`src/rtl/klein_pkg.sv`:
```
// Shared KLEIN definitions: block geometry, S-box table, rotations and the
// stage FSM encoding reused by the round controller.
package klein_pkg;

    localparam int unsigned KLEIN_BLOCK_W = 64;
    localparam int unsigned KLEIN_NIB_W   = 4;
    localparam int unsigned KLEIN_ROT     = 16;
    localparam int unsigned KLEIN_NIBS    = KLEIN_BLOCK_W / KLEIN_NIB_W;

    // Involutive S-box, so the same table serves encrypt and decrypt.
    localparam logic [KLEIN_NIB_W-1:0] KLEIN_SBOX [16] = '{
        4'h7, 4'h4, 4'hA, 4'h9, 4'h1, 4'hF, 4'hB, 4'h0,
        4'hC, 4'h3, 4'h2, 4'h6, 4'h8, 4'hE, 4'hD, 4'h5
    };

    typedef enum logic [1:0] {
        StIdle = 2'd0,
        StSub  = 2'd1,
        StHold = 2'd2
    } klein_state_e;

    function automatic logic [KLEIN_BLOCK_W-1:0] klein_rotl(input logic [KLEIN_BLOCK_W-1:0] x);
        return {x[KLEIN_BLOCK_W-KLEIN_ROT-1:0], x[KLEIN_BLOCK_W-1 -: KLEIN_ROT]};
    endfunction

    function automatic logic [KLEIN_BLOCK_W-1:0] klein_rotr(input logic [KLEIN_BLOCK_W-1:0] x);
        return {x[KLEIN_ROT-1:0], x[KLEIN_BLOCK_W-1:KLEIN_ROT]};
    endfunction

endpackage

```
`src/rtl/klein_subrot_if.sv`:
```
// Block handshake bundle for klein_subrot; the stage itself uses the slave view.
interface klein_subrot_if;
    import klein_pkg::*;

    logic                     ivalid;
    logic                     oready;
    logic [KLEIN_BLOCK_W-1:0] idata;
    logic [KLEIN_BLOCK_W-1:0] ikey;
    logic                     iinv;
    logic                     ovalid;
    logic                     iready;
    logic [KLEIN_BLOCK_W-1:0] odata;
    logic                     obusy;

    modport slave (
        input  ivalid, idata, ikey, iinv, iready,
        output oready, ovalid, odata, obusy
    );

    modport master (
        output ivalid, idata, ikey, iinv, iready,
        input  oready, ovalid, odata, obusy
    );

endinterface

```
`src/rtl/klein_sbox4.sv`:
```
// Combinational 4-bit KLEIN S-box.
module klein_sbox4
    import klein_pkg::*;
(
    input  logic [KLEIN_NIB_W-1:0] i_nib,
    output logic [KLEIN_NIB_W-1:0] o_nib
);

    assign o_nib = KLEIN_SBOX[i_nib];

endmodule

```
`src/rtl/klein_subrot.sv`:
```
// Nibble-serial AddRoundKey/SubNibbles/RotateNibbles stage; NSBOX nibbles are
// substituted per cycle, MSB group first.
module klein_subrot
    import klein_pkg::*;
#(
    parameter int unsigned NSBOX = 4
) (
    input  logic           iclk,
    input  logic           irst_n,
    klein_subrot_if.slave  bus
);

    localparam int unsigned GROUPS   = KLEIN_NIBS / NSBOX;
    localparam logic [4:0]  LAST_CNT = 5'(GROUPS - 1);

    if (NSBOX != 1 && NSBOX != 2 && NSBOX != 4 && NSBOX != 8 && NSBOX != 16) begin : g_bad_nsbox
        $fatal(1, "klein_subrot: NSBOX must be 1, 2, 4, 8 or 16");
    end

    klein_state_e             r_fsm, w_fsm_nxt;
    logic [KLEIN_BLOCK_W-1:0] r_state, w_state_nxt;
    logic [KLEIN_BLOCK_W-1:0] r_key, w_key_nxt;
    logic                     r_inv, w_inv_nxt;
    logic [4:0]               r_cnt, w_cnt_nxt;
    logic [KLEIN_BLOCK_W-1:0] r_odata, w_odata_nxt;

    logic [5:0]               w_off    [NSBOX];
    logic [KLEIN_NIB_W-1:0]   w_sb_in  [NSBOX];
    logic [KLEIN_NIB_W-1:0]   w_sb_out [NSBOX];
    logic [KLEIN_BLOCK_W-1:0] w_sub_state;

    // Bit offset of the nibble handled by each S-box lane in the current group.
    always_comb begin
        for (int j = 0; j < int'(NSBOX); j++) begin
            w_off[j]   = 6'((KLEIN_NIBS - 1 - 32'(r_cnt) * NSBOX - 32'(j)) * KLEIN_NIB_W);
            w_sb_in[j] = r_state[w_off[j] +: KLEIN_NIB_W];
        end
    end

    for (genvar g = 0; g < int'(NSBOX); g++) begin : g_sbox
        klein_sbox4 u_sbox (
            .i_nib (w_sb_in[g]),
            .o_nib (w_sb_out[g])
        );
    end

    always_comb begin
        w_sub_state = r_state;
        for (int j = 0; j < int'(NSBOX); j++) begin
            w_sub_state[w_off[j] +: KLEIN_NIB_W] = w_sb_out[j];
        end
    end

    always_comb begin
        w_fsm_nxt   = r_fsm;
        w_state_nxt = r_state;
        w_key_nxt   = r_key;
        w_inv_nxt   = r_inv;
        w_cnt_nxt   = r_cnt;
        w_odata_nxt = r_odata;
        unique case (r_fsm)
            StIdle: begin
                if (bus.ivalid) begin
                    if (bus.iinv) begin
                        w_state_nxt = klein_rotr(bus.idata);
                        w_key_nxt   = bus.ikey;
                    end else begin
                        w_state_nxt = bus.idata ^ bus.ikey;
                    end
                    w_inv_nxt = bus.iinv;
                    w_cnt_nxt = '0;
                    w_fsm_nxt = StSub;
                end
            end
            StSub: begin
                w_state_nxt = w_sub_state;
                w_cnt_nxt   = r_cnt + 5'd1;
                if (r_cnt == LAST_CNT) begin
                    w_odata_nxt = r_inv ? (w_sub_state ^ r_key) : klein_rotl(w_sub_state);
                    w_fsm_nxt   = StHold;
                end
            end
            StHold: begin
                if (bus.iready) begin
                    w_fsm_nxt = StIdle;
                end
            end
            default: w_fsm_nxt = StIdle;
        endcase
    end

    always_ff @(posedge iclk or negedge irst_n) begin
        if (!irst_n) begin
            r_fsm   <= StIdle;
            r_state <= '0;
            r_key   <= '0;
            r_inv   <= 1'b0;
            r_cnt   <= '0;
            r_odata <= '0;
        end else begin
            r_fsm   <= w_fsm_nxt;
            r_state <= w_state_nxt;
            r_key   <= w_key_nxt;
            r_inv   <= w_inv_nxt;
            r_cnt   <= w_cnt_nxt;
            r_odata <= w_odata_nxt;
        end
    end

    assign bus.oready = (r_fsm == StIdle);
    assign bus.ovalid = (r_fsm == StHold);
    assign bus.obusy  = (r_fsm == StSub) || (r_fsm == StHold);
    assign bus.odata  = r_odata;

endmodule

```
`src/flat_wrapper.sv`:
```
// flat-port wrapper written by rule: the top's interface ports become plain ports
module klein_subrot_flat import klein_pkg::*;
#(
    parameter int unsigned NSBOX = 4
)
  (iclk, irst_n, bus_ivalid, bus_idata, bus_ikey, bus_iinv, bus_iready, bus_oready, bus_ovalid, bus_odata, bus_obusy);
  klein_subrot_if bus_i ();
  input  logic iclk;
  input  logic irst_n;
  input wire logic [$bits(bus_i.ivalid)-1:0] bus_ivalid;
  input wire logic [$bits(bus_i.idata)-1:0] bus_idata;
  input wire logic [$bits(bus_i.ikey)-1:0] bus_ikey;
  input wire logic [$bits(bus_i.iinv)-1:0] bus_iinv;
  input wire logic [$bits(bus_i.iready)-1:0] bus_iready;
  output wire logic [$bits(bus_i.oready)-1:0] bus_oready;
  output wire logic [$bits(bus_i.ovalid)-1:0] bus_ovalid;
  output wire logic [$bits(bus_i.odata)-1:0] bus_odata;
  output wire logic [$bits(bus_i.obusy)-1:0] bus_obusy;
  assign bus_i.ivalid = bus_ivalid;
  assign bus_i.idata = bus_idata;
  assign bus_i.ikey = bus_ikey;
  assign bus_i.iinv = bus_iinv;
  assign bus_i.iready = bus_iready;
  assign bus_oready = bus_i.oready;
  assign bus_ovalid = bus_i.ovalid;
  assign bus_odata = bus_i.odata;
  assign bus_obusy = bus_i.obusy;
  klein_subrot #(.NSBOX(NSBOX)) u_core (.iclk(iclk), .irst_n(irst_n), .bus(bus_i));
endmodule
```
`config.mk`:
```
export PLATFORM = sky130hd
export DESIGN_NAME = klein_subrot_flat
export DESIGN_NICKNAME = d
export VERILOG_FILES = /design/src/rtl/klein_pkg.sv /design/src/rtl/klein_subrot_if.sv /design/src/rtl/klein_sbox4.sv /design/src/rtl/klein_subrot.sv /design/src/flat_wrapper.sv
export SDC_FILE = /design/constraint.sdc
export NUM_CORES = 1
export LEC_CHECK = 0
export CAP_MARGIN = 40
export CORE_MARGIN = 2
export CORE_UTILIZATION = 55
export DETAILED_ROUTE_END_ITERATION = 16
export PLACE_DENSITY = 0.84
export SETUP_SLACK_MARGIN = 0.15
export SLEW_MARGIN = 40
export SYNTH_ARGS = -nofsm -noshare
export SYNTH_HDL_FRONTEND = slang
export SYNTH_SLANG_ARGS = --single-unit
```
`constraint.sdc`:
```
create_clock -name iclk -period 3.77 [get_ports iclk]
set_input_delay 0.377 -clock iclk [delete_from_list [all_inputs] [get_ports iclk]]
set_output_delay 0.377 -clock iclk [all_outputs]
set_load 0.02 [all_outputs]
```
Word-level counts from Yosys, hierarchy flattened

Memories as Yosys holds them, arrays and structs flattened.
Index checks and enable logic that the tools add are counted.

Add/subtract/negate cells: 9
Order comparisons: 4
Eq/ne operators: 6
Shift operators: 12
Multiplexer cells: 22
Bitwise gates (word level): 6
Reduce and logical (&&, ||, !) cells: 8

Operator list:

| cell                     | count |
|---|---|
| $bwmux W64               | 4 |
| $shift A4 B8 Y64 const A | 4 |
| $shiftx A4 B8 Y64        | 4 |
| $shiftx A64 B7 Y4        | 4 |
| $mux W64                 | 3 |
| $pmux W64 S2             | 1 |
| $xor A64 B64 Y64         | 2 |
| $mux W4                  | 8 |
| $neg A6 Y8               | 4 |
| $ge A5 B5 Y1 const B     | 4 |
| $not A4 Y5               | 4 |
| $sub A4 B2 Y4 const B    | 3 |
| $pmux W5 S2              | 1 |
| $mux W2                  | 3 |
| $pmux W2 S3              | 1 |
| $reduce_and A2 Y1        | 3 |
| $reduce_and A3 Y1        | 2 |
| $add A5 B1 Y5 const B    | 1 |
| $eq A5 B2 Y1 const B     | 1 |
| $mux W5                  | 1 |
| $ne A2 B2 Y1 const B     | 2 |
| $sub A4 B4 Y4 const A    | 1 |
| $eq A2 B1 Y1 const B     | 1 |
| $eq A2 B2 Y1 const B     | 1 |
| 4 further kinds          | 4 |

Flip-flop bits (word level): 200
Bits in read-only memories: 256
Output and inout bits: 67
Word-level logic and storage cells: 77
Memories kept: 4

Memories:

| memory           | depth | width | read ports | clocked after Yosys merged registers in | write ports | RTL line         | RTL |
|---|---|---|---|---|---|---|---|
| (name not given) | 16    | 4     | 1          | 0                                       | 0           | klein_sbox4.sv:9 | `assign o_nib = KLEIN_SBOX[i_nib];` |
| (name not given) | 16    | 4     | 1          | 0                                       | 0           | klein_sbox4.sv:9 |  |
| (name not given) | 16    | 4     | 1          | 0                                       | 0           | klein_sbox4.sv:9 |  |
| (name not given) | 16    | 4     | 1          | 0                                       | 0           | klein_sbox4.sv:9 |  |

Depth between registers and ports, before layout

Depth after elaboration: 13
Depth in mapped cells: 13
Gate-level depth less buffers: 9

Hierarchy

A second synthesis with hierarchy kept.

Cell total of the unflattened synthesis: 1137
Area total of the unflattened synthesis: 12056.6 um^2

By module, submodules not included:

| module                                    | times used | cells an instance | area each (um^2) | seq. area each (um^2) |
|---|---|---|---|---|
| klein_subrot                              | 1          | 1040              | 11299.6          | 5004.8 |
| klein_sbox4 (u_core.g_sbox[0].u_sbox ...) | 3          | 24                | 190.2            | 0.0 |
| klein_sbox4 (u_core.g_sbox[1].u_sbox)     | 1          | 25                | 186.4            | 0.0 |

Least setup slack after synthesis

No wires, ideal clock.

Path type: reg-to-reg
Start: register u_core.r_cnt[0]
End: register u_core.r_odata[10], in the netlist u_core.bus.odata[10]
Library setup time: 87 ps
Arrival: 3027 ps
Required time: 3683 ps
Path slack: 656 ps
Cell stages (with the launch flop): 13
Path buffers: 4
Period minus slack after synthesis: 3114 ps
Cell sequence: dfrtp_1 buf_6 buf_12 clkbuf_8 buf_2 mux4_2 inv_1 ha_1 mux2_2 or3_1 o21ai_2 mux2_1 o211ai_1

Word-level cells in the longest chain between the ends: 13
Elaborated cells between the ends (all ways): 44

RTL lines:

| what                                                               | RTL line                               | RTL |
|---|---|---|
| start, declared                                                    | klein_subrot.sv:24                     | `logic [4:0] r_cnt, w_cnt_nxt;` |
| start signal, assigned                                             | klein_subrot.sv:105                    | `r_cnt <= w_cnt_nxt;` |
| $sub A4 B4 Y4                                                      | klein_subrot.sv:35                     | `w_off[j] = 6'((KLEIN_NIBS - 1 - 32'(r_cnt) * NSBOX - 32'(j)) * KLEIN_NIB_W);` |
| $sub A4 B2 Y4 or $shiftx A64 B7 Y4 (tied branches)                 | klein_subrot.sv:35, klein_subrot.sv:36 |  |
| $shiftx A64 B7 Y4 or $not A4 Y5 (tied branches)                    | klein_subrot.sv:36, klein_sbox4.sv:9   |  |
| $not A4 Y5 (not written as such) or $mem_v2 Z16 W4 (tied branches) | --                                     |  |
| $mem_v2 Z16 W4 or $mux W4 (tied branches)                          | --                                     |  |
| $mux W4 (not written as such)                                      | klein_sbox4.sv:9                       |  |
| $mux W4 (not written as such) or $shiftx A4 B8 Y64 (tied branches) | klein_sbox4.sv:9, klein_subrot.sv:50   |  |
| $shiftx A4 B8 Y64 or $bwmux W64 (tied branches)                    | klein_subrot.sv:50                     | `w_sub_state[w_off[j] +: KLEIN_NIB_W] = w_sb_out[j];` |
| $bwmux W64 (3 in a row)                                            | klein_subrot.sv:50                     |  |
| $xor A64 B64 Y64                                                   | klein_subrot.sv:79                     | `w_odata_nxt = r_inv ? (w_sub_state ^ r_key) : klein_rotl(w_sub_state);` |
| $mux W64                                                           | klein_subrot.sv:79                     |  |
| end signal, assigned                                               | klein_subrot.sv:106                    | `r_odata <= w_odata_nxt;` |
| end, declared                                                      | klein_subrot.sv:25                     | `logic [KLEIN_BLOCK_W-1:0] r_odata, w_odata_nxt;` |

Parallel ways exist; a longest one is shown, timed or not. The select of a mux whose other input is x is not followed.
A chain may end at the register's enable or synchronous reset.

Final worst setup path

Start: register u_core.r_cnt[1]
End: register u_core.r_odata[39], in the netlist u_core.bus.odata[39]

Same word-level chain as after synthesis.

==> impl_metrics.yaml <==
outcome:
  status: "finished clean"
cells_and_area:
  design_area_um2: 15500
  final_common_cell: "nor2_1"
  area_growth_pct: 22.0
  stdcell_count: 1826
  drive_gt1_share_pct: 11.5
  antenna_cells: 0
  fin_nets: 1689
  layout_common_cells: "241 x nor2_1, 199 x dfrtp_1, 197 x clkdlybuf4s50_1, 170 x a21oi_1, 73 x o21ai_0"
  fill_cells: 1697
  post-route-util_pct: 68.4
floorplanning:
  dieArea_um2: 24400
  io_pins: 200
  num_rows: 55
  die_w_um: 156
  fp.dieH_um: 156
  initial_core_util_pct: 56.1
  coreArea_um2: 22700
timing:
  setup_violations: 0
  period_share_pct: 85.2
  fmax_mhz: 311
  holdWs_ns: 0.494
  setup_tns_ns: 0
  relSlewSlack_pct: 44.3
  rsz0062_at_grt: "no"
  hold_viol_final: 0
  drv_slew: 0
  clock_skew_ns: 0.0129
  post-route-min-period_ns: 3.21
  worst_pin_slew_ns: 0.836
synthesis:
  synth_top_family_by_area: "compound AO/OA/AOI/OAI gates"
  netlist_instances: 1377
  yosysTopAreaCell: "dfrtp_1"
  synth-adder-area-share_pct: 2.75
  yosysWarnings: 0
  ys_types: 62
  synth_edf_count: 0
  avgSynthCellArea_um2: 9.25
  synth_compound_area_share_pct: 16.2
  ys_dominant_reg_cell: "dfrtp_1"
  yosysSeqAreaShare_pct: 39.3
  syn-num-nets: 1538
  yosys.area_share.simple_pct: 14.5
  muxShareOfSynthArea_pct: 15.1
  syn_area_um2: 12700
  synthXorXnorAreaFrac_pct: 7.42
  yosys.area.top_type_share_pct: 39.3
  synth.top_cells.by_area: "dfrtp_1 39%, nor2_1 7.1%, a21oi_1 6.7%, mux2_2 6.3%, mux2i_1 4.6%"
  ys_ff_latch: 200
  async_flop_share_pct: 100
route:
  vias: 11600
  vias_per_cell: 6.37
  firstDrtPassIters: 11
  postRouteWirelength_um: 40100
  drc: 0
  post_drt_wl_per_cell_um: 21.9
  dr.first_iter.drc_count: 1601
  ant_nets: 0
grt:
  grt_pass1_wl_um: 62500
  grt_max_degree: 81
  grt.overflow.total: 0
  grt_usage_pct: 33.3
  grt_antenna_before_repair: 0
  grt_pass1_vias: 11400
clocking:
  clockBufferDepth: 2
  cts_made_buffers: 17
  clockRootBuffer: "clkbuf_16"
  cts.clk_slew.worst_paths_ns: 0.08
  cts_sinks: 200
  htreeDepth: 4
  clock_latency_ns: 0.45
  cts_tree: "yes"
place:
  dp_hpwl_um: 29500
  routabilityCongestion: 0.932
  port_buffers: 199
  dp.cells: 1793
  dpl-instance-area_um2: 15000
worst_setup_path:
  crit_family: "multiplexers"
  critPathBufInv: 2
  cpMostUsedCell: "mux4_2"
  arrival_ns: 3.53
  end_kind: "flop"
  critical_path_required_ns: 4.09
  criticalPathCategory: "reg -> reg"
  critPathMaxStageDelay_ns: 0.63
  cp-start-kind: "flop"
  path_cells: "buf_4, mux4_2, inv_1, ha_1, mux4_2, a22o_1, xor2_1, mux2i_1, a21oi_1"
  path_max_fanout: 16
  crit_slowest_cell: "dfrtp_1"
worst_hold_path:
  hp-class: "in -> async"
power:
  p_leak_uw: 0.00643
  irDropWorstVdd_v: 0.000523
  p_per_area_nw_per_um2: 1030
flow_run:
  cap_violations: 0
-- report_power, final --
part	internal (µW)	switching, µW
Combinational	4160	5700
Clock	900	928
Sequential	3260	1110
Total	8320	7740
-- registers in the layout, indices dropped and copies added (netlist names) --
signal            cells
u_core.bus.odata     64
u_core.r_key         64
u_core.r_state       64
u_core.r_cnt          5
u_core.r_fsm          2
u_core.r_inv          1
-- metrics by stage --
stage,setup WS [ns],total power [µW]
5_1_grt,0.425,17000
2_1_floorplan,0.656,10800
6_report,0.560,16100
3_5_place_dp,0.648,13900
4_1_cts,0.606,15800
3_3_place_gp,0.737,13500
-- cell usage after synthesis, types with 5 or more instances --
cell type and n:
nand2_1 66, o221ai_1 18, nor2_1 242, dfrtp_1 200
o2bb2ai_1 10, nand2b_1 13, xnor2_1 66, buf_2 8
a21oi_1 170, inv_1 34, nand3b_1 7, nand4b_1 15
a22oi_1 11, ha_1 28, nand3_1 31, and3_1 5
nor2b_1 5, o21ai_0 73, mux2_2 71, a22o_1 20
or3_1 14, a2bb2oi_1 5, mux2i_1 58, clkbuf_1 72
mux4_2 20, xor2_1 42
-- cell families (layout without fill, tap and decap cells) --
family | Yosys count | in the layout
AOI/OAI and AO/OA | 341 | 341
xor gates and xnor gates | 108 | 108
adders and majority gates | 28 | 28
buffers and inverters | 132 | 296
DFF | 200 | 200
muxes | 154 | 154
and+or+nand+nor | 414 | 414
-- area by class of cell --
type	count	area [µm²]	area share, %
multi-input combinational	1045	7170	46.2
sequential	200	5010	32.2
timing repair buffer	230	2310	14.8
clock buffer	19	443	2.85
tap	285	357	2.29
inverter	34	128	0.821
clock inverter	13	126	0.813
-- metal layers --
| metal | part of all wire (%) | GRT usage (%) |
|---|---|---|
| met1 | 41 | 45.4 |
| met2 | 46 | 52.3 |
| met3 | 9.0 | 6.25 |
| met4 | 4.1 | 14.2 |
| met5 | 0 | 0 |
-- final timing paths --
check                                                  from                               end  slack (ns)  depth (start not counted)
max                             u_core.r_cnt[1]$_DFFE_PN0P_  u_core.bus.odata[39]$_DFFE_PN0P_        0.56                          9
max reg2reg                     u_core.r_cnt[1]$_DFFE_PN0P_  u_core.bus.odata[39]$_DFFE_PN0P_        0.56                          9
min                                                  irst_n    u_core.r_state[62]$_DFFE_PN0P_        0.49                          2
min in group iclk          u_core.bus.odata[16]$_DFFE_PN0P_  u_core.bus.odata[16]$_DFFE_PN0P_        0.51                          2
max in group asynchronous                            irst_n    u_core.r_state[57]$_DFFE_PN0P_        2.39                          3
min reg2reg                u_core.bus.odata[16]$_DFFE_PN0P_  u_core.bus.odata[16]$_DFFE_PN0P_        0.51                          2
-- what timing repair did --
item	CTS	global route
setup buffers	0	0
hold buffers	1	0
gates resized for setup	0	0
hold endpoints to repair	67	0
Note: power is estimated with default switching activity, not from simulation.
